$ cat config.mk
export PLATFORM = sky130hd
export DESIGN_NAME = addr_gen_engine
export DESIGN_NICKNAME = d
export VERILOG_FILES = /design/src/rtl/addr_gen_engine.sv
export SDC_FILE = /design/constraint.sdc
export NUM_CORES = 1
export LEC_CHECK = 0
export CORE_MARGIN = 3
export CORE_UTILIZATION = 40
export CTS_CLUSTER_SIZE = 40
export DETAILED_ROUTE_END_ITERATION = 6
export SKIP_LAST_GASP = 1
export SYNTH_ARGS = -nofsm -noshare
export SYNTH_HDL_FRONTEND = slang
export SYNTH_SLANG_ARGS = --single-unit
$ cat constraint.sdc
create_clock -name clk_i -period 4.5 [get_ports clk_i]
set_input_delay 0.9 -clock clk_i [delete_from_list [all_inputs] [get_ports clk_i]]
set_output_delay 0.9 -clock clk_i [all_outputs]
set_load 0.005 [all_outputs]
$ cat src/rtl/addr_gen_engine.sv
// addr_gen_engine: configurable address source for the memory checker.
// Issues count_i addresses over a valid/ready handshake using one of seven
// patterns (fixed, LFSR, walking-0, walking-1, increment, decrement,
// masked stride), all confined to a [base, limit] window where applicable.
module addr_gen_engine #(
    parameter int ADDR_W = 27,
    parameter int CNT_W  = 32
) (
    input  logic              clk_i,
    input  logic              rst_n_i,
    input  logic              start_i,
    input  logic              abort_i,
    input  logic [2:0]        mode_i,
    input  logic [ADDR_W-1:0] base_addr_i,
    input  logic [ADDR_W-1:0] limit_addr_i,
    input  logic [ADDR_W-1:0] stride_i,
    input  logic [ADDR_W-1:0] addr_mask_i,
    input  logic [31:0]       seed_i,
    input  logic [CNT_W-1:0]  count_i,
    input  logic              addr_ready_i,
    output logic              addr_valid_o,
    output logic [ADDR_W-1:0] addr_o,
    output logic              last_o,
    output logic              busy_o,
    output logic              done_o,
    output logic              err_o
);

    localparam logic [1:0] S_IDLE = 2'd0;
    localparam logic [1:0] S_RUN  = 2'd1;
    localparam logic [1:0] S_DONE = 2'd2;

    localparam logic [2:0] M_FIX   = 3'd0;
    localparam logic [2:0] M_RND   = 3'd1;
    localparam logic [2:0] M_RUN0  = 3'd2;
    localparam logic [2:0] M_RUN1  = 3'd3;
    localparam logic [2:0] M_INC   = 3'd4;
    localparam logic [2:0] M_DEC   = 3'd5;
    localparam logic [2:0] M_SMASK = 3'd6;
    localparam logic [2:0] M_RSVD  = 3'd7;

    // Fibonacci LFSR, taps 32/22/2/1 in 1-based numbering.
    function automatic logic [31:0] lfsr_step(input logic [31:0] v);
        return {v[30:0], v[31] ^ v[21] ^ v[1] ^ v[0]};
    endfunction

    // Keep base bits outside the mask, take variable bits inside it.
    function automatic logic [ADDR_W-1:0] merge_mask(input logic [ADDR_W-1:0] base,
                                                     input logic [ADDR_W-1:0] mask,
                                                     input logic [ADDR_W-1:0] vbits);
        return (base & ~mask) | (vbits & mask);
    endfunction

    logic [1:0]        r_state;
    logic [2:0]        r_mode;
    logic [ADDR_W-1:0] r_base;
    logic [ADDR_W-1:0] r_limit;
    logic [ADDR_W-1:0] r_stride;
    logic [ADDR_W-1:0] r_mask;
    logic [ADDR_W-1:0] r_offset;
    logic [ADDR_W-1:0] r_addr;
    logic [31:0]       r_lfsr;
    logic [CNT_W-1:0]  r_rem;
    logic              r_err;

    logic              w_valid;
    logic              w_hs;
    logic              w_start;
    logic              w_cfg_bad;
    logic              w_last_hs;
    logic [31:0]       w_seed;
    logic [31:0]       w_next_lfsr;
    logic [ADDR_W-1:0] w_next_offset;
    logic [ADDR_W:0]   w_sum;
    logic [ADDR_W:0]   w_diff;
    logic [ADDR_W-1:0] w_first_addr;
    logic [ADDR_W-1:0] w_next_addr;

    assign w_valid       = (r_state == S_RUN);
    assign w_hs          = w_valid && addr_ready_i;
    assign w_start       = start_i && (r_state == S_IDLE);
    assign w_last_hs     = w_hs && (r_rem == CNT_W'(1));
    assign w_cfg_bad     = (mode_i == M_RSVD) || (count_i == '0) ||
                           (((mode_i == M_INC) || (mode_i == M_DEC)) &&
                            (base_addr_i > limit_addr_i));
    assign w_seed        = (seed_i == 32'd0) ? 32'hFFFF_FFFF : seed_i;
    assign w_next_lfsr   = lfsr_step(r_lfsr);
    assign w_next_offset = r_offset + r_stride;
    // One extra bit captures carry-out (INC) and borrow (DEC).
    assign w_sum         = {1'b0, r_addr} + {1'b0, r_stride};
    assign w_diff        = {1'b0, r_addr} - {1'b0, r_stride};

    // First address of a run, derived straight from the config inputs.
    always_comb begin
        w_first_addr = base_addr_i;
        case (mode_i)
            M_FIX:   w_first_addr = base_addr_i;
            M_RND:   w_first_addr = merge_mask(base_addr_i, addr_mask_i, w_seed[ADDR_W-1:0]);
            M_RUN0:  w_first_addr = {{(ADDR_W-1){1'b1}}, 1'b0};
            M_RUN1:  w_first_addr = {{(ADDR_W-1){1'b0}}, 1'b1};
            M_INC:   w_first_addr = base_addr_i;
            M_DEC:   w_first_addr = limit_addr_i;
            M_SMASK: w_first_addr = merge_mask(base_addr_i, addr_mask_i, '0);
            default: w_first_addr = base_addr_i;
        endcase
    end

    // Address following the current one, from the latched config.
    always_comb begin
        w_next_addr = r_addr;
        case (r_mode)
            M_FIX:   w_next_addr = r_base;
            M_RND:   w_next_addr = merge_mask(r_base, r_mask, w_next_lfsr[ADDR_W-1:0]);
            M_RUN0,
            M_RUN1:  w_next_addr = {r_addr[ADDR_W-2:0], r_addr[ADDR_W-1]};
            M_INC:   w_next_addr = (w_sum[ADDR_W] || (w_sum[ADDR_W-1:0] > r_limit))
                                   ? r_base : w_sum[ADDR_W-1:0];
            M_DEC:   w_next_addr = (w_diff[ADDR_W] || (w_diff[ADDR_W-1:0] < r_base))
                                   ? r_limit : w_diff[ADDR_W-1:0];
            M_SMASK: w_next_addr = merge_mask(r_base, r_mask, w_next_offset);
            default: w_next_addr = r_base;
        endcase
    end

    // Control FSM: run sequencing, beat counter and sticky config error.
    always_ff @(posedge clk_i or negedge rst_n_i) begin
        if (!rst_n_i) begin
            r_state <= S_IDLE;
            r_rem   <= '0;
            r_err   <= 1'b0;
        end else begin
            case (r_state)
                S_IDLE: begin
                    if (start_i) begin
                        if (w_cfg_bad) begin
                            r_err   <= 1'b1;
                            r_state <= S_DONE;
                        end else begin
                            r_err   <= 1'b0;
                            r_rem   <= count_i;
                            r_state <= S_RUN;
                        end
                    end
                end
                S_RUN: begin
                    if (w_hs) r_rem <= r_rem - CNT_W'(1);
                    // Abort wins; a coincident handshake still counts above.
                    if (abort_i || w_last_hs) r_state <= S_DONE;
                end
                S_DONE:  r_state <= S_IDLE;
                default: r_state <= S_IDLE;
            endcase
        end
    end

    // Pattern state: config snapshot at start, advance only on handshakes.
    always_ff @(posedge clk_i or negedge rst_n_i) begin
        if (!rst_n_i) begin
            r_mode   <= M_FIX;
            r_base   <= '0;
            r_limit  <= '0;
            r_stride <= '0;
            r_mask   <= '0;
            r_offset <= '0;
            r_addr   <= '0;
            r_lfsr   <= 32'hFFFF_FFFF;
        end else if (w_start && !w_cfg_bad) begin
            r_mode   <= mode_i;
            r_base   <= base_addr_i;
            r_limit  <= limit_addr_i;
            r_stride <= stride_i;
            r_mask   <= addr_mask_i;
            r_offset <= '0;
            r_addr   <= w_first_addr;
            r_lfsr   <= w_seed;
        end else if (w_hs) begin
            r_offset <= w_next_offset;
            r_addr   <= w_next_addr;
            r_lfsr   <= w_next_lfsr;
        end
    end

    assign addr_valid_o = w_valid;
    assign addr_o       = r_addr;
    assign last_o       = w_valid && (r_rem == CNT_W'(1));
    assign busy_o       = (r_state != S_IDLE);
    assign done_o       = (r_state == S_DONE);
    assign err_o        = r_err;

endmodule

==> impl_metrics.toml <==
[synth]
synth.cell_area_sq_um = 19200
synth_top_cells_by_count = "294 x sky130_fd_sc_hd__o21ai_0, 284 x sky130_fd_sc_hd__nand2_1, 200 x sky130_fd_sc_hd__dfrtp_1"
postSynth.topFlopCell = "sky130_fd_sc_hd__dfrtp_1"
synth_top_cell_area_share_pct = 26.1
async_flop_share_pct = 100
number_of_synthesized_flops_with_an_enable_pin = 0
synth-seq-area-share_pct = 30.5
synth_area_leaders = "sky130_fd_sc_hd__dfrtp_1 26%, sky130_fd_sc_hd__ha_1 11%, sky130_fd_sc_hd__o21ai_0 7.7%"
post_synth.cell_area_avg_sq_um = 7.92
synthCells = 2423
yosys_warns = 0
post-synth-top-area-cell = "sky130_fd_sc_hd__dfrtp_1"
synth-seq-cells = 232
syn-num-nets = 2768
yosys.cell_types.count = 81
yosysMostFrequentCell = "sky130_fd_sc_hd__o21ai_0"

[setup_path]
worstPathRequired_ns = 4.96
critPathMaxFanout = 4
criticalPathCategory = "reg2reg"
worst_r2r_startpoint = "addr_o[0]"
worstSetupEndpointType = "flip-flop"
worstPathArrival_ns = 5.63
startpoint_types = "flip-flop"
regToRegSetupSlack_ns = -0.67
worstSetupStartpoint = "addr_o[0]"

[sta]
setup_viol = 27
relSlewSlack_pct = 18.7
fin_crit_ns = 5.17
fmaxAchievable_ghz = 0.193
clock_skew_ns = 0.0195
worst-slew-pin-transition_ns = 1.22
layout_worst_path_cycle_share_pct = 115
final-hold-violation-count = 0
worst_slack_ns = -0.671
slew_viol_final = 0
grt_setup_unrepaired = "true"

[pwr]
pwr_density_cell_nw_per_um2 = 1040
cellLeakagePower_nw = 11.7
ir_drop_v = 0.000474

[route]
drt-vias-per-instance = 5.99
wire_per_inst_um = 24.9
dr_total_vias = 21445
route.final.wire_length_mm = 89.2
route.antenna.remaining_nets = 0
post-route-drc-count = 0
detailed_routing_iterations_pass_1 = 6
detail_route.iter0.violations = 2149

[global_route]
gr-usage-all-layers_pct = 34.1
grt_pass1_vias = 21127
grt_first_pass_wirelength_mm = 131
grt_remaining_overflow = 0
pin_count_of_the_biggest_net_entering_global_routing = 86
grt_antenna_before_repair = 2

[placement]
numPlacedInstances = 3472
dp.final_hpwl_mm = 71.0
dp_slack_ns = -0.795
gpl.final_weighted_congestion = 0.974
port_buffers = 211

[final_layout]
num-fill-cells = 4455
nNetsFinal = 3293
syn_to_final_growth_pct = 38.1
finalCoreUtilization_pct = 56.5
final_cell_count_no_fill = 3582
post_route_cells_drive_above_1_share_pct = 22.4

[hold_path]
worstHoldPathType = "in2async"

[floorplan]
die_x_extent_um = 225
die_height_um = 225
io-pin-count = 212
num_rows = 79
core-area_sq_um = 47000
design.die.area_sq_um = 50700
initial_utilization_pct = 40.9

[clock_tree]
cts_tree = "done"
clkLatencyLatePin_ns = 0.60
cts_root_buffer = "sky130_fd_sc_hd__clkbuf_16"
max-clock-path-buffers = 3
cts.htree.levels = 1
cts_inserted_buffers = 30
clock-sinks = 232
worst_setup_hold_path_clk_slew_ns = 0.06

[job]
max-cap-violations = 0

[status]
violations = "negative setup slack"
outcome = "finished with violations"
repair_timing:
item / in CTS / in global routing
setup buffers: 36 / 17
cloned: 1 / 0
hold buffers: 0 / 0
setup endpoints to repair: 27 / 27
pin swaps: 51 / 57
resized for setup: 72 / 52
final cells by class:
type,instances,area (sq um),area share [%]
clock buffer,44,915,3.45
multi-input combinational,1905,12900,48.7
inverter,153,574,2.17
sequential,232,5850,22.0
timing repair buffer,626,5440,20.5
antenna,3,7.51,0.0283
tap,607,759,2.86
clock inverter,12,70.1,0.264
power breakdown:
group	switching [mW]	internal, mW
sequential	0.964	3.18
combinational	11.4	9.62
clock	1.05	1.40
total	13.4	14.2
worst max-delay path, stage by stage (launching register included):
cell and delay, ns:
sky130_fd_sc_hd__dfrtp_1 0.38, sky130_fd_sc_hd__inv_1 0.07, sky130_fd_sc_hd__ha_2 0.18, sky130_fd_sc_hd__inv_2 0.04, sky130_fd_sc_hd__fa_2 0.35, sky130_fd_sc_hd__a21oi_2 0.19, sky130_fd_sc_hd__o211ai_1 0.12, sky130_fd_sc_hd__buf_4 0.19
sky130_fd_sc_hd__a21oi_4 0.13, sky130_fd_sc_hd__buf_4 0.12, sky130_fd_sc_hd__buf_4 0.11, sky130_fd_sc_hd__o31ai_1 0.07, sky130_fd_sc_hd__xnor2_1 0.25, sky130_fd_sc_hd__ha_1 0.31, sky130_fd_sc_hd__a2111oi_0 0.72, sky130_fd_sc_hd__buf_4 0.24
sky130_fd_sc_hd__a2111oi_4 0.07, sky130_fd_sc_hd__o22ai_2 0.25, sky130_fd_sc_hd__buf_6 0.17, sky130_fd_sc_hd__nor2_2 0.06, sky130_fd_sc_hd__o21ba_4 0.26, sky130_fd_sc_hd__o41ai_4 0.34, sky130_fd_sc_hd__a21oi_2 0.13, sky130_fd_sc_hd__a221o_1 0.29
per-stage QoR:
stage | total power, mW | hold slack [ns] | instance area (sq um) | TNS [ns]
after global routing | 29.3 | 0.359 | 26500 | -17.94
final | 27.6 | 0.310 | 26500 | -14.21
after detailed placement | 22.7 | 0.464 | 24500 | -18.29
after global placement | 22.5 | 0.453 | 24500 | -13.91
after floorplan | 13.9 | 0.440 | 19300 | -0.883
after CTS | 26.6 | 0.329 | 26100 | -12.80
routing by layer:
layer  GRT usage (%)  vias to the layer above  wire (um)
met3            4.44                      214       6010
met4            16.9                        0       5200
met1            43.8                    10342      36400
li1                -                     9891          -
met2            56.6                      998      41600
met5               0                        -          0
sequential cells by signal (all words and copies together) (netlist names):
| signal | count |
|---|---|
| r_mask | 27 |
| err_o | 1 |
| r_limit | 27 |
| r_offset | 27 |
| r_rem | 32 |
| r_base | 27 |
| addr_o | 27 |
| r_mode | 3 |
| r_stride | 27 |
| r_state | 2 |
| r_lfsr | 32 |
cell usage in the layout, fill, tap and decap left out, drive strengths merged, types with 11 or more instances in the layout:
master,synthesis,layout
a211oi,25,25
a21o,29,29
a21oi,196,196
a221o,15,15
a221oi,23,23
a22o,23,23
a22oi,36,36
a31oi,21,21
buf,37,416
clkbuf,96,44
clkdlybuf4s50,0,210
clkinv,0,11
dfrtp,200,200
dfstp,32,32
ha,162,162
inv,153,153
mux2,40,40
mux2i,12,12
nand2,284,284
nand2b,48,48
nand3,73,73
nand4,31,31
nor2,163,163
nor2b,15,15
nor3,45,45
nor4,34,34
o211ai,25,25
o21a,38,38
o21ai,296,296
o21bai,16,16
o221ai,19,19
o22ai,32,32
o31ai,14,14
or2,11,11
xnor2,61,61
xor2,15,15
cells by family (layout without fill, tap and decap cells):
| group | count (synthesis) | count (layout) | synth area share (%) |
|---|---|---|---|
| compound gates | 874 | 874 | 28.7 |
| mux | 52 | 52 | 2.97 |
| fa+ha+maj | 165 | 165 | 10.9 |
| flops | 232 | 232 | 30.5 |
| xor+xnor | 76 | 76 | 3.47 |
| other cells | 0 | 3 | 0 |
| simple gates | 738 | 738 | 17.7 |
| buf+inv | 286 | 835 | 5.85 |
final timing paths:
check                               end  depth (start not counted)
setup / recovery              addr_o[0]                         23
hold / removal             r_offset[24]                          1
min in group clk_i           r_lfsr[26]                          2
setup reg to reg              addr_o[0]                         23
max in group asynchronous     r_lfsr[1]                          2
hold reg to reg              r_lfsr[26]                          2
Power figures use the tool's default switching activity.
